===== src/rtl/pwl_approx.sv =====
// pwl_approx: three-stage piecewise-linear evaluator downstream of the scaler.
//   y = a[seg] + ((b[seg] * frac) >>> (W-SEG_BITS)), saturated to W bits, then
//   de-normalised by the scaler's shift flags (shift_l: >>>1, shift_r: sat <<1).
//
// Ports
//   clk, rst             : clock (rising edge), asynchronous active-high reset
//   valid_i, x_scaled_i  : sample strobe and signed Q1.(W-1) normalised sample
//   shift_l_i, shift_r_i,
//   no_shift_i           : one-hot de-normalisation flags from the scaler
//   coef_we, coef_addr,
//   coef_a, coef_b       : coefficient table write port (offset a, slope b)
//   y_o, valid_o, err_o  : result, result strobe, non-one-hot flag indicator
module pwl_approx #(
  parameter int unsigned W        = 8,
  parameter int unsigned SEG_BITS = 3
) (
  input  logic                       clk,
  input  logic                       rst,
  input  logic                       valid_i,
  input  logic signed [W-1:0]        x_scaled_i,
  input  logic                       shift_l_i,
  input  logic                       shift_r_i,
  input  logic                       no_shift_i,
  input  logic                       coef_we,
  input  logic        [SEG_BITS-1:0] coef_addr,
  input  logic signed [W-1:0]        coef_a,
  input  logic signed [W-1:0]        coef_b,
  output logic signed [W-1:0]        y_o,
  output logic                       valid_o,
  output logic                       err_o
);

  localparam int unsigned FW   = W - SEG_BITS;          // fraction width
  localparam int unsigned PW   = 2 * W - SEG_BITS + 1;  // full product width
  localparam int unsigned NSEG = 1 << SEG_BITS;

  // ---------------------------------------------------------------------------
  // Coefficient table
  // ---------------------------------------------------------------------------
  logic signed [W-1:0] r_tbl_a [NSEG];
  logic signed [W-1:0] r_tbl_b [NSEG];

  always_ff @(posedge clk or posedge rst) begin
    if (rst) begin
      for (int i = 0; i < int'(NSEG); i++) begin
        r_tbl_a[i] <= '0;
        r_tbl_b[i] <= '0;
      end
    end else if (coef_we) begin
      r_tbl_a[coef_addr] <= coef_a;
      r_tbl_b[coef_addr] <= coef_b;
    end
  end

  // ---------------------------------------------------------------------------
  // Stage 1: capture sample, decode flags, read table (old contents on a
  // same-edge write, since the table updates with non-blocking semantics)
  // ---------------------------------------------------------------------------
  logic [SEG_BITS-1:0] w_seg;
  logic                w_onehot;

  assign w_seg    = x_scaled_i[W-1 -: SEG_BITS];
  assign w_onehot = ({shift_l_i, shift_r_i, no_shift_i} == 3'b100) ||
                    ({shift_l_i, shift_r_i, no_shift_i} == 3'b010) ||
                    ({shift_l_i, shift_r_i, no_shift_i} == 3'b001);

  logic signed [W-1:0]  r1_a;
  logic signed [W-1:0]  r1_b;
  logic        [FW-1:0] r1_frac;
  logic                 r1_sl;
  logic                 r1_sr;
  logic                 r1_err;
  logic                 r1_valid;

  always_ff @(posedge clk or posedge rst) begin
    if (rst) begin
      r1_a     <= '0;
      r1_b     <= '0;
      r1_frac  <= '0;
      r1_sl    <= 1'b0;
      r1_sr    <= 1'b0;
      r1_err   <= 1'b0;
      r1_valid <= 1'b0;
    end else begin
      r1_a     <= r_tbl_a[w_seg];
      r1_b     <= r_tbl_b[w_seg];
      r1_frac  <= x_scaled_i[FW-1:0];
      // A bad flag set falls back to the no-shift path.
      r1_sl    <= w_onehot & shift_l_i;
      r1_sr    <= w_onehot & shift_r_i;
      r1_err   <= valid_i & ~w_onehot;
      r1_valid <= valid_i;
    end
  end

  // ---------------------------------------------------------------------------
  // Stage 2: signed slope times unsigned fraction, full width
  // ---------------------------------------------------------------------------
  logic signed [PW-1:0] w_b_ext;
  logic signed [PW-1:0] w_frac_ext;
  logic signed [PW-1:0] w_prod;

  assign w_b_ext    = PW'(r1_b);
  assign w_frac_ext = $signed(PW'({1'b0, r1_frac}));
  assign w_prod     = w_b_ext * w_frac_ext;

  logic signed [PW-1:0] r2_prod;
  logic signed [W-1:0]  r2_a;
  logic                 r2_sl;
  logic                 r2_sr;
  logic                 r2_err;
  logic                 r2_valid;

  always_ff @(posedge clk or posedge rst) begin
    if (rst) begin
      r2_prod  <= '0;
      r2_a     <= '0;
      r2_sl    <= 1'b0;
      r2_sr    <= 1'b0;
      r2_err   <= 1'b0;
      r2_valid <= 1'b0;
    end else begin
      r2_prod  <= w_prod;
      r2_a     <= r1_a;
      r2_sl    <= r1_sl;
      r2_sr    <= r1_sr;
      r2_err   <= r1_err;
      r2_valid <= r1_valid;
    end
  end

  // ---------------------------------------------------------------------------
  // Stage 3: add, saturate, de-normalise
  // ---------------------------------------------------------------------------
  logic signed [PW-1:0] w_prod_sh;
  logic signed [PW:0]   w_lin_wide;
  logic signed [W-1:0]  w_lin;
  logic signed [W-1:0]  w_y;

  // Arithmetic shift of a signed value floors toward -inf.
  assign w_prod_sh  = r2_prod >>> FW;
  assign w_lin_wide = (PW + 1)'(r2_a) + (PW + 1)'(w_prod_sh);

  always_comb begin
    w_lin = w_lin_wide[W-1:0];
    // Out of range when the bits above the W-bit sign are not all sign copies.
    if (w_lin_wide[PW:W-1] != {(PW - W + 2){w_lin_wide[PW]}}) begin
      w_lin = w_lin_wide[PW] ? {1'b1, {(W - 1){1'b0}}} : {1'b0, {(W - 1){1'b1}}};
    end
  end

  always_comb begin
    w_y = w_lin;
    if (r2_sl) begin
      w_y = {w_lin[W-1], w_lin[W-1:1]};
    end else if (r2_sr) begin
      if (w_lin[W-1] != w_lin[W-2]) begin
        w_y = w_lin[W-1] ? {1'b1, {(W - 1){1'b0}}} : {1'b0, {(W - 1){1'b1}}};
      end else begin
        w_y = {w_lin[W-2:0], 1'b0};
      end
    end
  end

  logic signed [W-1:0] r_y;
  logic                r_valid;
  logic                r_err;

  always_ff @(posedge clk or posedge rst) begin
    if (rst) begin
      r_y     <= '0;
      r_valid <= 1'b0;
      r_err   <= 1'b0;
    end else begin
      r_y     <= w_y;
      r_valid <= r2_valid;
      r_err   <= r2_err;
    end
  end

  assign y_o     = r_y;
  assign valid_o = r_valid;
  assign err_o   = r_err;

endmodule


===== config.mk =====
export PLATFORM = sky130hd
export DESIGN_NAME = pwl_approx
export DESIGN_NICKNAME = d
export VERILOG_FILES = /design/src/rtl/pwl_approx.sv
export SDC_FILE = /design/constraint.sdc
export NUM_CORES = 1
export LEC_CHECK = 0
export ABC_AREA = 1
export ABC_CLOCK_PERIOD_IN_PS = 14450
export BUFFER_PORTS_ARGS = -buffer_cell sky130_fd_sc_hd__buf_2
export CELL_PAD_IN_SITES_DETAIL_PLACEMENT = 2
export CELL_PAD_IN_SITES_GLOBAL_PLACEMENT = 2
export CORE_MARGIN = 2
export CORE_UTILIZATION = 41
export CTS_CLUSTER_DIAMETER = 50
export DETAILED_ROUTE_END_ITERATION = 8
export PLACE_DENSITY = 0.94
export SKIP_CTS_REPAIR_TIMING = 1
export SLEW_MARGIN = 20
export SYNTH_ARGS = -nofsm -noshare
export SYNTH_HDL_FRONTEND = slang
export SYNTH_SLANG_ARGS = --single-unit

===== constraint.sdc =====
create_clock -name clk -period 14.45 [get_ports clk]
set_clock_uncertainty 0.15 [all_clocks]
set_input_delay 0.7225 -clock clk [delete_from_list [all_inputs] [get_ports clk]]
set_output_delay 0.7225 -clock clk [all_outputs]
set_load 0.05 [all_outputs]

==> metrics.cfg <==
[routing]
wirelength_met1_mm=14.18
drt-pass1-iter-count=5
met2WireLength_mm=19.33
drcViolationCount=0
first_iter_violations=457
route.detailed.vias_per_inst=5.743
highest_layer=met4
antenna_left=0
drt-wirelength-per-cell_microns=25.33
wl_met3_mm=1.054
via_total_after_detailed_routing=8213
totalWireLength_mm=36.22

[synth]
synth_cells=1118
synth_top_cells_by_area=sky130_fd_sc_hd__dfrtp_1, sky130_fd_sc_hd__nand2_1, sky130_fd_sc_hd__o21ai_0, sky130_fd_sc_hd__inv_1, sky130_fd_sc_hd__fa_1
synth-async-reset-ratio=1.000
synth-edff-count=0
ys_seq_area_frac=0.4856
synthDistinctLibCells=41
synthesis.area_per_instance_sq_um=8.482
synth_largest_area_cell=sky130_fd_sc_hd__dfrtp_1
total_of_flip_flops_plus_latches_after_synthesis=184
syn-num-nets=1207
yosysWarningCount=0
yosys.area.top_type_share=0.4856
synthesis.area_sq_mm=0.009483
ys_dominant_reg_cell=sky130_fd_sc_hd__dfrtp_1

[critical_path]
cp_slowest_stage_delay_ps=630
crit_required_ps=14670
r2r_slack_ps=10000
crit_slowest_cell=sky130_fd_sc_hd__fa_1
endpoint_kind=flip-flop
startpoint_type=flip-flop
number_of_buffer_and_inverter_instances_along_the_worst_setup_path=4
cp_max_fo=8
worst_r2r_path_depth=15
reg2reg_capture_point=r2_prod[11]$_DFF_PP0_
rr_startpoint=r1_frac[2]$_DFF_PP0_
critPathTopFamily=adder cells
cp_cell_sequence=nand2_1, inv_1, fa_1, inv_1, fa_1, fa_1, inv_1, ha_1, a21oi_1, o21ai_0, inv_1, o21ai_0, a21o_1, a21boi_0, xnor2_1
worst-setup-path-type=reg2reg
critical_path.most_common_cell=sky130_fd_sc_hd__inv_1
arr_time_crit_path_ps=4670

[pwr]
design_power_total_mw=2.086
power.ir.vdd_worst_v=0.00009136
power_density_mw_per_mm2=198.0
leakage_nw=5.374

[hold_path]
worst_hold_startpoint=r1_sr$_DFF_PP0_
hold_depth=0
hold_end=r2_sr$_DFF_PP0_
hp-class=reg2reg

[final_layout]
layout-drive-gt1-share=0.1057
area_delta_synth_final_pct=11.10
postLayoutCoreUtil=0.4653
final_non_filler_cell_total=1430
most_common_cell_after_layout_fill_and_taps_aside=sky130_fd_sc_hd__nand2_1
stdcell_area_sq_mm=0.01054
finish.net_count=1221
layout.cells.most_common_list=sky130_fd_sc_hd__nand2_1, sky130_fd_sc_hd__dfrtp_1, sky130_fd_sc_hd__o21ai_0, sky130_fd_sc_hd__inv_1, sky130_fd_sc_hd__nor2_1
n_antenna_cell=0

[grt]
via_count_of_the_first_global_routing_pass=9496
grt-ovfl-total=0
initial_antenna_violation_count=0
groute.usage.overall=0.3123
first_pass_grt_wire_length_mm=56.95
grt_start_max_net_pins=109

[sta]
whs_ps=203.1
rsz_0062_raised_after_global_routing=no
maxSlewHeadroom=0.3577
fmax_ghz=0.2246
report.final.hold_viol_count=0
worst_slack_setup_final_ps=9998
final_period_minus_worst_setup_slack_ps=4452
worst-slew-pin-transition_ps=963.4
setup_total_negative_slack_ps=0
slew_violations=0
final_critical_path_share_of_the_clock_period=0.3081
finalSetupViolCount=0

[placement]
post-place-ws_ps=10160
placement.cell_area_sq_mm=0.009899
place.detailed.hpwl_mm=20.71
finalWeightedCongestion=0.7506
place.port_buffers=43
placed_cells_incl_taps=1398

[status]
outcome=completed

[clocking]
cts.clk_slew.worst_paths_ps=80
worst_skew_pair.late_latency_ps=450
clock_tree.root_cell=sky130_fd_sc_hd__clkbuf_16
count_of_h_tree_levels_built_during_cts=4
clockBufferDepth=2
clock_tree_from_tritoncts=done
clock_sink_count=184
cts_made_buffers=17

[floorplan]
fp.dieW_microns=156.1
placeableCoreArea_sq_mm=0.02264
floorplan.initialDensity=0.4188
ios=44
rows=55
die-area_sq_mm=0.02436
chipHeight_microns=156.1

[flow_run]
max-cap-violations=0

## sequential cells by signal, summed over array words and instances (netlist names), 5 cells and up
signal   flops
r_tbl_a     64
r_tbl_b     64
r2_prod      9
r1_a         8
r1_b         8
r2_a         8
y_o          8
r1_frac      5
## logic make-up (layout without fill, tap and decap cells)
kind of cell	Yosys count	in the layout	share of synthesized area
simple gates	425	425	0.1818
compound gates	240	240	0.1446
buf+inv	193	220	0.07772
flops	184	184	0.4856
fa+ha+maj	55	55	0.08999
xor+xnor	20	20	0.01926
mux	1	1	0.001056
## report_power, final
part | internal (mW) | switching [mW]
Combinational | 0.277 | 0.597
Clock | 0.279 | 0.235
Sequential | 0.625 | 0.0743
## cell type report
class / instances / area (sq um)
repair buffers: 49 / 264.0
multi-input cells: 741 / 4159
flip-flops and latches: 184 / 4604
inverters: 139 / 531.8
fillers: 2499 / 12110
clock inverters: 14 / 190.2
well taps: 285 / 356.6
clock buffers: 18 / 429.2
## routing by layer
layer / global-route usage / up-vias
li1: - / 3610
met4: 0.1459 / 0
met2: 0.5700 / 205
met1: 0.3601 / 4301
met3: 0.04694 / 97
met5: 0 / -
## worst max-delay path by stage
stage                               from                     to  slack (ps)  cells past startpoint
finish              r1_frac[2]$_DFF_PP0_  r2_prod[11]$_DFF_PP0_       10000                     15
CTS                 r1_frac[2]$_DFF_PP0_  r2_prod[11]$_DFF_PP0_       10010                     15
global route        r1_frac[2]$_DFF_PP0_  r2_prod[11]$_DFF_PP0_        9810                     15
global placement    r1_frac[0]$_DFF_PP0_  r2_prod[11]$_DFF_PP0_       10610                     15
detailed placement  r1_frac[2]$_DFF_PP0_  r2_prod[11]$_DFF_PP0_       10160                     15
floorplan                            rst        err_o$_DFF_PP0_        8580                      1
## cells in the mapped netlist, types with 2 or more instances
library cell	instances
sky130_fd_sc_hd__nor2_1	112
sky130_fd_sc_hd__nand4_1	7
sky130_fd_sc_hd__a21oi_1	14
sky130_fd_sc_hd__o21ai_0	165
sky130_fd_sc_hd__o32ai_1	16
sky130_fd_sc_hd__xor2_1	11
sky130_fd_sc_hd__dfrtp_1	184
sky130_fd_sc_hd__ha_1	33
sky130_fd_sc_hd__o21ai_1	2
sky130_fd_sc_hd__xnor2_1	8
sky130_fd_sc_hd__nand2_1	262
sky130_fd_sc_hd__clkbuf_1	50
sky130_fd_sc_hd__nand2_2	12
sky130_fd_sc_hd__buf_2	2
sky130_fd_sc_hd__nand3_2	4
sky130_fd_sc_hd__o211ai_1	16
sky130_fd_sc_hd__a211oi_1	3
sky130_fd_sc_hd__fa_1	22
sky130_fd_sc_hd__inv_2	7
sky130_fd_sc_hd__inv_1	131
sky130_fd_sc_hd__nand2_4	2
sky130_fd_sc_hd__a31oi_1	17
sky130_fd_sc_hd__nand3_1	20
(Power assumes the default switching activity.)
